$ cat src/rtl/jt7759_fifo_data.sv
// rtl/jt7759_fifo_data.sv - jt7759 data front-end: ROM pass-through (master) or host byte FIFO (slave)
// Optional live level/overflow status: define JT7759_FIFO_STATUS_EN.
module jt7759_fifo_data #(
    parameter int DEPTH    = 4,
    parameter int AW       = 17,
    parameter int LOW_WM   = 2,
    parameter int DRQ_HOLD = 2
) (
    input  logic                     clk,
    input  logic                     rst_n,
    input  logic                     cen4,
    input  logic                     mdn,
    input  logic                     ctrl_flush,
    input  logic                     ctrl_cs,
    input  logic [AW-1:0]            ctrl_addr,
    output logic [7:0]               ctrl_din,
    output logic                     ctrl_ok,
    output logic                     rom_cs,
    output logic [AW-1:0]            rom_addr,
    input  logic [7:0]               rom_data,
    input  logic                     rom_ok,
    input  logic                     cs,
    input  logic                     wrn,
    input  logic [7:0]               din,
    output logic                     drqn,
    output logic [$clog2(DEPTH):0]   level,
    output logic                     ovf
);
    localparam int PW = $clog2(DEPTH);
    localparam int LW = PW + 1;
    localparam int HW = $clog2(DRQ_HOLD + 1);

    logic [7:0]    mem_q [DEPTH];
    logic [PW-1:0] wr_ptr_q, wr_ptr_d, rd_ptr_q, rd_ptr_d;
    logic [LW-1:0] cnt_q, cnt_d;
    logic [HW-1:0] hold_q, hold_d;
    logic [7:0]    rdata_q, rdata_d;
    logic          ok_q, ok_d, drqn_q, drqn_d, pend_q, pend_d;
    logic          last_wrn_q, last_cs_q, mdn_q;

    logic flush, strobe, rd_req, pop, full, push;

    // Master mode keeps the FIFO flushed so switching back to slave starts clean.
    assign flush  = ctrl_flush || mdn || (mdn != mdn_q);
    assign strobe = cs && !wrn && last_wrn_q;
    assign rd_req = ctrl_cs && (!last_cs_q || pend_q);
    assign pop    = rd_req && (cnt_q != '0) && !flush;
    assign full   = (cnt_q == LW'(DEPTH));
    assign push   = strobe && (!full || pop) && !flush;

    always_comb begin
        wr_ptr_d = wr_ptr_q;
        rd_ptr_d = rd_ptr_q;
        cnt_d    = cnt_q;
        rdata_d  = rdata_q;
        ok_d     = ok_q;
        pend_d   = pend_q;
        hold_d   = hold_q;
        if (push) wr_ptr_d = wr_ptr_q + PW'(1);
        if (pop) begin
            rd_ptr_d = rd_ptr_q + PW'(1);
            rdata_d  = mem_q[rd_ptr_q];
        end
        case ({push, pop})
            2'b10:   cnt_d = cnt_q + LW'(1);
            2'b01:   cnt_d = cnt_q - LW'(1);
            default: cnt_d = cnt_q;
        endcase
        if (!ctrl_cs)  ok_d = 1'b0;
        else if (pop)  ok_d = 1'b1;
        // A request that found the FIFO empty stays armed until a byte arrives.
        if (!ctrl_cs || pop) pend_d = 1'b0;
        else if (rd_req)     pend_d = 1'b1;
        if (flush) begin
            wr_ptr_d = '0;
            rd_ptr_d = '0;
            cnt_d    = '0;
            ok_d     = 1'b0;
            pend_d   = 1'b0;
        end
        if (strobe)                       hold_d = HW'(DRQ_HOLD);
        else if (cen4 && hold_q != '0)    hold_d = hold_q - HW'(1);
        drqn_d = strobe || !(hold_q == '0 && cnt_q < LW'(LOW_WM) && !ctrl_flush);
    end

    always_ff @(posedge clk) begin
        if (push) mem_q[wr_ptr_q] <= din;
    end

    always_ff @(posedge clk or negedge rst_n) begin
        if (!rst_n) begin
            wr_ptr_q   <= '0;
            rd_ptr_q   <= '0;
            cnt_q      <= '0;
            rdata_q    <= 8'd0;
            ok_q       <= 1'b0;
            pend_q     <= 1'b0;
            hold_q     <= HW'(DRQ_HOLD);
            drqn_q     <= 1'b1;
            last_wrn_q <= 1'b1;
            last_cs_q  <= 1'b0;
            mdn_q      <= 1'b0;
        end else begin
            wr_ptr_q   <= wr_ptr_d;
            rd_ptr_q   <= rd_ptr_d;
            cnt_q      <= cnt_d;
            rdata_q    <= rdata_d;
            ok_q       <= ok_d;
            pend_q     <= pend_d;
            hold_q     <= hold_d;
            drqn_q     <= drqn_d;
            last_wrn_q <= wrn;
            last_cs_q  <= ctrl_cs;
            mdn_q      <= mdn;
        end
    end

`ifdef JT7759_FIFO_STATUS_EN
    logic ovf_q, ovf_d;
    logic drop;

    assign drop = strobe && full && !pop && !flush;

    always_comb begin
        ovf_d = flush ? 1'b0 : (ovf_q || drop);
    end

    always_ff @(posedge clk or negedge rst_n) begin
        if (!rst_n) ovf_q <= 1'b0;
        else        ovf_q <= ovf_d;
    end

    assign level = cnt_q;
    assign ovf   = ovf_q;
`else
    assign level = '0;
    assign ovf   = 1'b0;
`endif

    assign rom_cs   = mdn ? ctrl_cs : 1'b0;
    assign rom_addr = ctrl_addr;
    assign ctrl_din = mdn ? rom_data : rdata_q;
    assign ctrl_ok  = mdn ? rom_ok : ok_q;
    assign drqn     = mdn ? 1'b1 : drqn_q;
endmodule

$ cat config.mk
export PLATFORM = sky130hd
export DESIGN_NAME = jt7759_fifo_data
export DESIGN_NICKNAME = d
export VERILOG_FILES = /design/src/rtl/jt7759_fifo_data.sv
export SDC_FILE = /design/constraint.sdc
export NUM_CORES = 1
export LEC_CHECK = 0
export ABC_AREA = 1
export CAP_MARGIN = 40
export CORE_MARGIN = 2
export CORE_UTILIZATION = 41
export DETAILED_ROUTE_END_ITERATION = 10
export PLACE_DENSITY = 0.73
export SYNTH_ARGS = -nofsm -noshare
export SYNTH_HDL_FRONTEND = slang
export SYNTH_SLANG_ARGS = --single-unit
export TNS_END_PERCENT = 1
$ cat constraint.sdc
create_clock -name clk -period 1.8 [get_ports clk]
set_clock_uncertainty 0.1 [all_clocks]
set_input_delay 0.36 -clock clk [delete_from_list [all_inputs] [get_ports clk]]
set_output_delay 0.36 -clock clk [all_outputs]
set_load 0.02 [all_outputs]
Word-level counts from Yosys, hierarchy flattened

Memory sizes are Yosys's and may differ from the RTL's. A register that Yosys moved wholly into a read port is not among the register bits.
Cells that the tools add are included.

Register bits: 15
Memory bits (writable): 32
Bits of input ports: 42
Output and inout port bits: 32
Logic and storage cells: 74
Memories: 1

Add/sub/neg operators: 5
$lt $le $gt $ge: 1
Equal/unequal tests: 5
Mux-type cells: 20
Reduce and logical (&&, ||, !) cells: 32

Memories:

| name  | words | bits a word | read ports | clocked after memory_dff | write ports | RTL line | text |
|---|---|---|---|---|---|---|---|
| mem_q | 4     | 8           | 1          | 1                        | 1           | 33       | `logic [7:0] mem_q [DEPTH];` |

Operators by type and width:

| cell                                                  | number |
|---|---|
| two-way mux 2 bit                                     | 6 |
| two-way mux 1 bit                                     | 11 |
| logical AND 1 bit                                     | 10 |
| nonzero test 3 bit                                    | 3 |
| zero test 1 bit                                       | 8 |
| two-way mux 8 bit                                     | 1 |
| nonzero test 2 bit                                    | 4 |
| logical OR 1 bit                                      | 6 |
| one-hot mux 3 bit (2 select lines)                    | 1 |
| adder 2 x 1 -> 2 bit, second input constant           | 2 |
| adder 3 x 1 -> 3 bit, second input constant           | 1 |
| equality test 3 bit, second input constant            | 1 |
| < comparator 3 x 2 -> 1 bit, second input constant    | 1 |
| two-way mux 3 bit                                     | 1 |
| inequality test 3 x 1 -> 1 bit, second input constant | 1 |
| subtractor 3 x 1 -> 3 bit, second input constant      | 1 |
| equality test 2 x 1 -> 1 bit, second input constant   | 1 |
| equality test 2 bit, second input constant            | 1 |
| zero test 2 bit                                       | 1 |
| subtractor 2 x 1 -> 2 bit, second input constant      | 1 |
| inequality test 1 bit                                 | 1 |

Longest topological paths before layout

Gate-level depths: netlist of run 1.

Depth in word-level cells: 11
Depth in mapped cells: 11
Gate-level depth less buffers: 11

Least setup slack after synthesis of run 1

No wires, ideal clock.

Kind: reg2reg
Start point: register cnt_q[0]
End point: memory mem_q[0][0], enable pin
Setup time: 371 ps
Arrival time: 1421 ps
Required time: 1329 ps
Slack: -91 ps
Cell stages (with the launch flop): 9
Buffers on the path: 0
Period minus slack after synthesis: 1891 ps
Cells stage by stage: dfrtp_1 inv_1 nand2_1 nor2_1 nor2_2 nand2_4 nand4_2 nand3_2 nor2_1

Longest elaborated chain between the ends: 8
Elaborated cells on any way between the ends: 10
Classes of those cells: eq/ne (1); mux (2); reduce/logical (7)

RTL lines:

| what                                        | RTL line | text |
|---|---|---|
| from (decl)                                 | 35       | `logic [LW-1:0] cnt_q, cnt_d;` |
| from (signal assigned)                      | 106      | `cnt_q <= cnt_d;` |
| nonzero test 3 bit                          | 47       | `assign pop = rd_req && (cnt_q != '0) && !flush;` |
| logical AND 1 bit (2 in series)             | 47       |  |
| logical OR 1 bit (*)                        | 49       | `assign push = strobe && (!full \|\| pop) && !flush;` |
| logical AND 1 bit (*) (2 in series)         | 49       |  |
| two-way mux 1 bit (*)                       | 87       | `if (push) mem_q[wr_ptr_q] <= din;` |
| two-way mux 1 bit (not written as such) (*) | 87       |  |
| to (decl)                                   | 33       |  |

Every way passes the cells marked *; elsewhere a longest branch is shown, timed or not.

Worst setup path in the final report of run 1

Start point: input ctrl_flush
End point: memory mem_q[3][3], enable pin

Longest elaborated chain between the ends: 9

RTL lines:

| what                                        | RTL line | text |
|---|---|---|
| from (decl)                                 | 13       | `input logic ctrl_flush,` |
| logical OR 1 bit (*) (2 in series)          | 44       | `assign flush = ctrl_flush \|\| mdn \|\| (mdn != mdn_q);` |
| zero test 1 bit (*)                         | 47, 49   |  |
| logical AND 1 bit                           | 47       |  |
| logical OR 1 bit                            | 49       |  |
| logical AND 1 bit                           | 49       |  |
| logical AND 1 bit (*)                       | 49       |  |
| two-way mux 1 bit (*)                       | 87       |  |
| two-way mux 1 bit (not written as such) (*) | 87       |  |

Marked as above.

==> results.toml, run 1 <==
[status]
run_status = "finished, final reports clean"

[sta]
fmax_ghz = 0.577
final_max_slew_viol_count = 0
finalCriticalPeriod_ps = 1730
fin_crit_sh_pct = 96.3
hold_ws_ps = 247
setup_viol = 0
rsz0062_at_grt = "true"
hold_viol = 0

[placement]
portBuffers = 35
placed_cell_area_sq_um = 3160
routabilityCongestion = 0.816
dp_hpwl_mm = 3.73

[logic_synthesis]
ys_seq_elements = 55
yosysSeqAreaShare_pct = 57.8
syn_avg_cell_area_sq_um = 10.8
synthesis.area_sq_um = 2660
synth_cell_types = 35
synthCells = 246
ys_warn_count = 0

[cells_and_area]
num-fill-cells = 547
finalNetCount = 345
drive_gt1_share_pct = 25.2
final_area_sq_um = 3360
antenna_cells = 0
syn_to_final_growth_pct = 26.1
multiInputGateArea_sq_um = 908
ff_latch_area_sq_um = 1540

[power]
power_uw = 2400
p_int_uw = 1800
clockPowerShare_pct = 30.5
ir_worst_vdd_v = 0.000415
power_frac_seq_pct = 58.0
power_frac_comb_pct = 11.5
switching_share_pct = 24.8
power_density_nw_per_um2 = 715
p_sw_uw = 596
leakagePower_uw = 0.00147

[clock_tree]
clk_latency_ps = 310
clockBufferDepth = 2
root_buffer = "clkbuf_8"
cts_tree = "yes"
cts.sinks = 55
clk_pin_slew_ps = 100
numCtsBuffers = 5
htree_levels = 2

[routing]
via_count = 1821
viasPerCell = 4.86
ant_nets = 0
wirelength_mm = 5.11
wl_per_cell_um = 13.6
initialDrtViolationCount = 87
drc = 0
dr.pass1.iters = 4

[setup_path]
arrival_ps = 1670
crit_fanout = 4
critPathCaptureType = "flop"
crit_type = "primary input to flop"
cp.required_ps = 1730
startpoint_type = "primary input"

[global_route]
grt-ovfl-total = 0
grt_max_degree = 24
antenna_found_initial = 0
grt_pass1_vias = 1876
track_usage_pct = 15.5
grt_pass1_wl_mm = 8.90

[floorplan]
die-area_sq_um = 7150
core_sq_um = 6310
io_pins = 74
die_w_um = 84.6
die_h_um = 84.6
initial_utilization_pct = 42.2
placementRows = 29

[job]
maxCapViolations = 0

[min_path]
worstHoldPathType = "primary input to flop"
-- stage by stage --
stage | utilization, % | TNS (ps) | std cells | setup WS [ps]
6_report | 53.2 | 0 | 375 | 66.7
3_3_place_gp | 50.1 | -23320 | 365 | -469
4_1_cts | 52.7 | 0 | 374 | 2.33
3_5_place_dp | 50.1 | -24850 | 365 | -514
5_1_grt | 53.2 | -6.29 | 375 | -6.29
2_1_floorplan | - | -2920 | 249 | -91.3
-- registers in the layout, indices dropped and copies added, names as in the netlist --
register	count
cnt_q	3
drqn_q	1
hold_q	2
last_cs_q	1
last_wrn_q	1
mdn_q	1
mem_q	32
ok_q	1
pend_q	1
rd_ptr_q	2
rdata_q	8
wr_ptr_q	2
-- cells by family after synthesis --
kind of cell,count (synthesis),synth area share [%]
buffers and inverters,51,10.9
other,1,0.141
adder cells (fa/ha/maj),6,3.10
flip-flops,55,57.8
multiplexers,8,3.38
AO/OA/AOI/OAI,35,7.52
AND/OR/NAND/NOR,90,17.1
-- power groups by stage --
stage                     clock network, uW  logic, uW  registers, uW
after floorplan                           0        197           1420
after global placement                    0        270           1420
after detailed placement                  0        283           1420
after CTS                               752        278           1390
after global routing                    805        310           1400
final                                   732        275           1390
-- per-layer routing --
| metal | vias to the layer above | GRT usage (%) | wire length (um) |
|---|---|---|---|
| li1 | 903 | - | - |
| met4 | 0 | 5.48 | 97 |
| met3 | 14 | 3.64 | 305 |
| met5 | - | 0 | 0 |
| met2 | 47 | 25.3 | 2550 |
| met1 | 857 | 20.4 | 2160 |
-- repair_timing --
action | CTS | global route
pin swaps | 4 | 4
gates resized for setup | 36 | 9
hold buffers | 0 | 0
setup endpoints to repair | 46 | 39
gates cloned | 0 | 0
setup buffers | 1 | 1
-- cells in the final DEF, fill, tap and decap left out, types with 3 or more instances in the layout --
cell and instances:
a21oi_1 3, conb_1 4, o22ai_1 8, inv_1 22
nor2_4 5, mux2_2 8, clkdlybuf4s50_1 22, nand4_1 4
buf_4 29, edfxtp_1 32, nand3_1 8, ha_1 5
o21ai_0 19, clkdlybuf4s15_1 8, dfrtp_1 19, clkbuf_8 5
nand4_4 3, nor2_1 18, dfstp_2 3, nand2_1 42
-- layout make-up --
class                           count  share of cell area [%]
Clock inverter                      3                    1.01
Clock buffer                        5                    2.05
Inverter                           25                    3.02
Sequential cell                    55                    45.9
Multi-Input combinational cell    143                    27.1
Timing Repair Buffer               67                    18.1
Tap cell                           77                    2.87
-- cells in the mapped netlist --
library cell / number / area share (%)
nor2_1: 23 / 3.2
inv_4: 1 / 0.24
dfstp_2: 3 / 3.0
nand4_4: 2 / 1.6
o21ai_0: 19 / 3.6
buf_2: 2 / 0.38
a31oi_1: 1 / 0.24
clkbuf_1: 1 / 0.14
edfxtp_1: 32 / 36
or2_2: 1 / 0.24
nand3_1: 8 / 1.5
nand3b_2: 1 / 0.42
nand4_1: 4 / 0.94
o211ai_1: 1 / 0.28
nor2_2: 1 / 0.24
nor3_1: 1 / 0.19
fa_1: 1 / 0.75
buf_6: 2 / 0.85
inv_1: 23 / 3.2
nand4_2: 1 / 0.47
inv_2: 1 / 0.14
nand2_1: 43 / 6.1
o22ai_1: 8 / 1.9
ha_1: 5 / 2.3
mux2_2: 8 / 3.4
nand2_2: 1 / 0.24
a21oi_4: 1 / 0.61
a21oi_1: 3 / 0.56
buf_4: 21 / 5.9
nand3_2: 1 / 0.38
nand2_4: 2 / 0.85
o21ai_1: 2 / 0.38
conb_1: 1 / 0.14
nor2_8: 1 / 0.75
dfrtp_1: 20 / 19
-- worst max-delay path: stages --
cell and delay [ps]:
clkdlybuf4s50_1 510, nor2_8 200, buf_4 160, nand3_4 140, nor2_4 140, buf_4 160
-- final timing paths --
path,startpoint,to,slack [ps],cells after the start
worst min register to register,hold_q[1],hold_q[1],410,2
worst max register to register,cnt_q[2],cnt_q[2],80,9
worst min-delay path,ctrl_cs,last_cs_q,250,2
min in group asynchronous,rst_n,rdata_q[6],280,2
max in group asynchronous,rst_n,drqn_q,1030,2
worst max-delay path,ctrl_flush,mem_q[3][3],70,6
(Power assumes the default switching activity.)
==> run 2, diff against run 1 <==
- CORE_UTILIZATION: 41 -> 43
- CTS_CLUSTER_SIZE: not set -> 30
- PLACE_DENSITY: 0.73 -> 0.76
==> run 2 against run 1 <==
  * Die area is 4.4% lower
  * Non-clock buffer count up 3
  * Final cell count increased by 0.27%
  * First-iteration DRC count increased by 34%
  * Clock-buffer cell count unchanged
  * Global-route usage is 0.50 points higher
  * Core utilization rose by 3.0 points
  * Design area decreased by 0.34%
  * Largest power group unchanged
==> results.toml, run 2 (synthesized netlist as in run 1, its figures left out) <==
[status]
run_status = "finished, final reports clean"

[clock_tree]
root_buffer = "clkbuf_8"
cts.sinks = 55
htree_levels = 2
cts_tree = "yes"
postCtsHoldBufs = 0
clk_latency_ps = 310
clk_pin_slew_ps = 90
clockBufferDepth = 2
numCtsBuffers = 5

[global_route]
track_usage_pct = 16.0
antenna_found_initial = 0
grt_pass1_wl_mm = 8.04
grt_pass1_vias = 1793
grt-ovfl-total = 0
grt_max_degree = 24

[power]
leakagePower_uw = 0.00150
ir_worst_vdd_v = 0.000674
power_uw = 2360
power_density_nw_per_um2 = 706

[cells_and_area]
finalNetCount = 348
final_core_util_pct = 56.2
mostFrequentLayoutCells = "nand2_1 (42), edfxtp_1 (32), buf_4 (32)"
largest_register_ffs = 32
antenna_cells = 0
num-fill-cells = 517
mostFrequentLayoutCell = "nand2_1"
drive_gt1_share_pct = 25.2
syn_to_final_growth_pct = 25.7
regMostFlops = "mem_q"
reg_top3 = "mem_q x32, rdata_q x8, cnt_q x3"

[setup_path]
startpoint_type = "primary input"
critPathTopFamily = "buffers and inverters"
crit_slowest_cell = "or2_2"
critPathCaptureType = "output port"
crit_fanout = 14
cp_cell_sequence = "dlygate4sd2_1 > buf_12 > or2_2 > clkdlybuf4s15_2"
arrival_ps = 1310
crit_buf_inv = 3
slowest_delay_ps = 280
cp.required_ps = 1340
crit_type = "primary input to output port"

[sta]
final_max_slew_viol_count = 0
fin_setup_tns_ps = 0
fin_crit_sh_pct = 98.5
fmax_ghz = 0.564
hold_viol = 0
finalCriticalPeriod_ps = 1770
fin_ws_ps = 27.3
setup_viol = 0

[routing]
wl_per_cell_um = 13.8
wirelength_mm = 5.18
via_count = 1880
drc = 0
viasPerCell = 5.00
initialDrtViolationCount = 117
dr.pass1.iters = 4
ant_nets = 0

[floorplan]
placementRows = 28
die-area_sq_um = 6840
die_w_um = 82.7
core_sq_um = 5960
initial_utilization_pct = 44.7
io_pins = 74
die_h_um = 82.7

[placement]
routabilityCongestion = 0.770
portBuffers = 35
dp_hpwl_mm = 3.76
pre_cts_ws_ps = -506

[min_path]
worstHoldPathType = "primary input to flop"

[job]
maxCapViolations = 0
## run 2: changes by cell type in the layout (fill, tap and decap cells not counted), moves of 2 or more
cell	previous run	this run
nor2_4	5	1
buf_4	29	32
nand3_2	0	2
nor2_1	18	20
nor2_2	1	3
## run 2: report_power, final
part / switching [uW] / internal [uW] / total [uW]
Clock: 405 / 282 / 687
Combinational: 148 / 135 / 282
Sequential: 12.1 / 1380 / 1390
Total: 565 / 1800 / 2360
## run 2: metrics by stage
stage,hold WS (ps),instance area (sq um),cells
detailed placement,397,3160,363
global route,251,3350,376
CTS,295,3260,371
global placement,388,3160,363
floorplan,-35.6,2670,249
finish,255,3350,376
## run 2: layout make-up
class,instances,area (sq um),area share (%)
Inverter,25,101,3.03
Clock buffer,5,68.8,2.06
Clock inverter,3,23.8,0.711
Multi-Input combinational cell,143,881,26.3
Sequential cell,55,1540,46.0
Timing Repair Buffer,70,637,19.0
Tap cell,75,93.8,2.80
## run 2: path summary, 6_finish.rpt
| kind | from | end | slack (ps) | depth (start not counted) |
|---|---|---|---|---|
| hold / removal | ctrl_cs | last_cs_q | 250 | 2 |
| min in group asynchronous | rst_n | rdata_q[4] | 290 | 2 |
| hold reg to reg | rdata_q[5] | rdata_q[5] | 420 | 1 |
| setup / recovery | mdn | drqn | 30 | 4 |
| max in group asynchronous | rst_n | last_wrn_q | 1020 | 2 |
| setup reg to reg | last_wrn_q | mem_q[3][2] | 80 | 6 |
## run 2: what timing repair did
action,CTS,global route
gates cloned,0,0
gates resized for setup,23,16
buffers inserted,0,5
endpoints found under the setup margin,46,42
pin swaps,1,5
## run 2: metal layers
| metal | global-route usage [%] | wire (um) | up-vias |
|---|---|---|---|
| met4 | 8.69 | 182 | 0 |
| met2 | 26.2 | 2420 | 59 |
| met1 | 19.9 | 2290 | 888 |
| met5 | 0 | 0 | - |
| li1 | - | - | 910 |
| met3 | 3.26 | 287 | 23 |
==> run 3, diff against run 2 <==
- PLACE_DENSITY: 0.76 -> 0.8
==> run 3 against run 2 <==
  * Final cell count decreased by 2.7%
  * Die area unchanged
  * Total power is 1.2% higher
  * Sequential power hardly changed
  * Via count down 2.8%
  * Critical path depth increased by 6
  * Global-route usage down 0.46 points
  * Setup slack lost 1.2 ps
  * Wire length shrank 5.3%
  * Combinational power is 3% lower
  * Fmax hardly changed
  * Largest cell class unchanged
==> results.toml, run 3 (synthesized netlist as in run 1, its figures left out) <==
[routing]
drc = 0
ant_nets = 0
via_count = 1827
initialDrtViolationCount = 82
wirelength_mm = 4.91
viasPerCell = 4.99
dr.pass1.iters = 4
wl_per_cell_um = 13.4

[clock_tree]
cts.sinks = 55
postCtsHoldBufs = 0
clk_pin_slew_ps = 100
clk_latency_ps = 300
cts_tree = "yes"
htree_levels = 2
root_buffer = "clkbuf_8"
numCtsBuffers = 5
clockBufferDepth = 2

[global_route]
grt-ovfl-total = 0
grt_pass1_vias = 1710
grt_max_degree = 24
grt_pass1_wl_mm = 7.88
antenna_found_initial = 0
track_usage_pct = 15.5

[floorplan]
die-area_sq_um = 6840
io_pins = 74
core_sq_um = 5960
placementRows = 28
die_w_um = 82.7
die_h_um = 82.7
initial_utilization_pct = 44.7

[setup_path]
r2r_slack_ps = 70
startpoint_type = "primary input"
r2r-end = "mem_q[1][1]"
cp_cell_sequence = "dlygate4sd2_1 > buf_12 > inv_6 > nand2_4 > nor2_8 > nand2_4 > nand4_2 > nand3_2 > nor2_1 > buf_6"
cp.required_ps = 1720
reg2regPathDepth = 9
crit_type = "primary input to flop"
critPathCaptureType = "flop"
crit_fanout = 14
cpMostUsedCell = "nand2_4"
arrival_ps = 1690
r2r-start = "cnt_q[0]"
crit_slowest_cell = "dlygate4sd2_1"
slowest_delay_ps = 260

[placement]
portBuffers = 35
placed_cell_area_sq_um = 3120
dp_hpwl_mm = 3.65
routabilityCongestion = 0.786

[cells_and_area]
antenna_cells = 0
mostFrequentLayoutCell = "nand2_1"
regMostFlops = "mem_q"
reg_top3 = "mem_q x32, rdata_q x8, cnt_q x3"
num-fill-cells = 502
mostFrequentLayoutCells = "nand2_1 (42), edfxtp_1 (32), inv_1 (23)"
final_area_sq_um = 3270
final_core_util_pct = 54.9
ff_latch_area_sq_um = 1540
finalNetCount = 338
syn_to_final_growth_pct = 22.8
multiInputGateArea_sq_um = 867
largest_register_ffs = 32
drive_gt1_share_pct = 24.1

[sta]
hold_viol = 0
fmax_ghz = 0.564
rsz0062_at_grt = "true"
fin_crit_sh_pct = 98.6
hold_ws_ps = 287
final_max_slew_viol_count = 0
setup_viol = 0
finalCriticalPeriod_ps = 1770

[power]
power_density_nw_per_um2 = 731
ir_worst_vdd_v = 0.000582
leakagePower_uw = 0.00143

[job]
maxCapViolations = 0

[status]
run_status = "finished, final reports clean"

[min_path]
worstHoldPathType = "primary input to async pin"
run 3: cell types whose count changed in the layout (fill, tap and decap cells not counted), moves of 2 or more:
cell             previous run  this run
clkdlybuf4s15_2             1         7
clkdlybuf4s15_1             9         2
nor2_1                     20        22
nor2_2                      3         1
dlymetal6s2s_1              2         0
buf_6                       2         4
buf_4                      32        20
run 3: through the flow:
stage,power (uW),setup slack (ps),setup TNS (ps),std cells
6_report,2390,26.1,0,366
5_1_grt,2490,-38.0,-584,366
4_1_cts,2420,44.2,0,366
3_5_place_dp,1700,-466,-23480,358
3_3_place_gp,1690,-445,-21830,358
2_1_floorplan,1610,-91.3,-2920,249
run 3: critical path: cells and delay by family:
kind          cells  cell delay (ps)
buf+inv           4              660
simple gates      6              670
run 3: worst max path at each step:
| stage | start | to | slack [ps] | cells past startpoint |
|---|---|---|---|---|
| 6_report | mdn | mem_q[1][1] | 30 | 10 |
| 5_1_grt | mdn | mem_q[1][1] | -40 | 10 |
| 4_1_cts | cnt_q[2] | cnt_q[2] | 40 | 9 |
| 3_5_place_dp | mdn | mem_q[0][4] | -470 | 10 |
| 3_3_place_gp | mdn | drqn | -440 | 4 |
| 2_1_floorplan | cnt_q[0] | mem_q[0][0] | -90 | 8 |
run 3: power by group:
| group | internal [uW] | switching (uW) | total (uW) | leakage, uW |
|---|---|---|---|---|
| clock network | 325 | 400 | 725 | 0.0000533 |
| logic | 128 | 144 | 273 | 0.000783 |
| registers | 1380 | 12.0 | 1390 | 0.000590 |
| total | 1830 | 556 | 2390 | 0.00143 |
run 3: routing by layer:
metal / wire length [um] / part of all wire, % / global-route usage [%]
met2: 2530 / 52 / 27.0
met5: 0 / 0 / 0
met3: 240 / 4.9 / 2.61
met1: 2030 / 41 / 19.5
met4: 104 / 2.1 / 5.74
run 3: repair_timing:
| item | in CTS | in global routing |
|---|---|---|
| resized for setup | 36 | 7 |
| hold endpoints to repair | 0 | 0 |
| pin swaps | 2 | 0 |
| setup buffers | 0 | 0 |
| setup endpoints to repair | 46 | 29 |
run 3: cell type report:
class | count | share of cell area (%)
repair buffers | 60 | 17.3
inverters | 25 | 3.02
well taps | 75 | 2.87
multi-input cells | 143 | 26.5
clock inverters | 2 | 0.612
clock buffers | 6 | 2.53
flip-flops and latches | 55 | 47.1
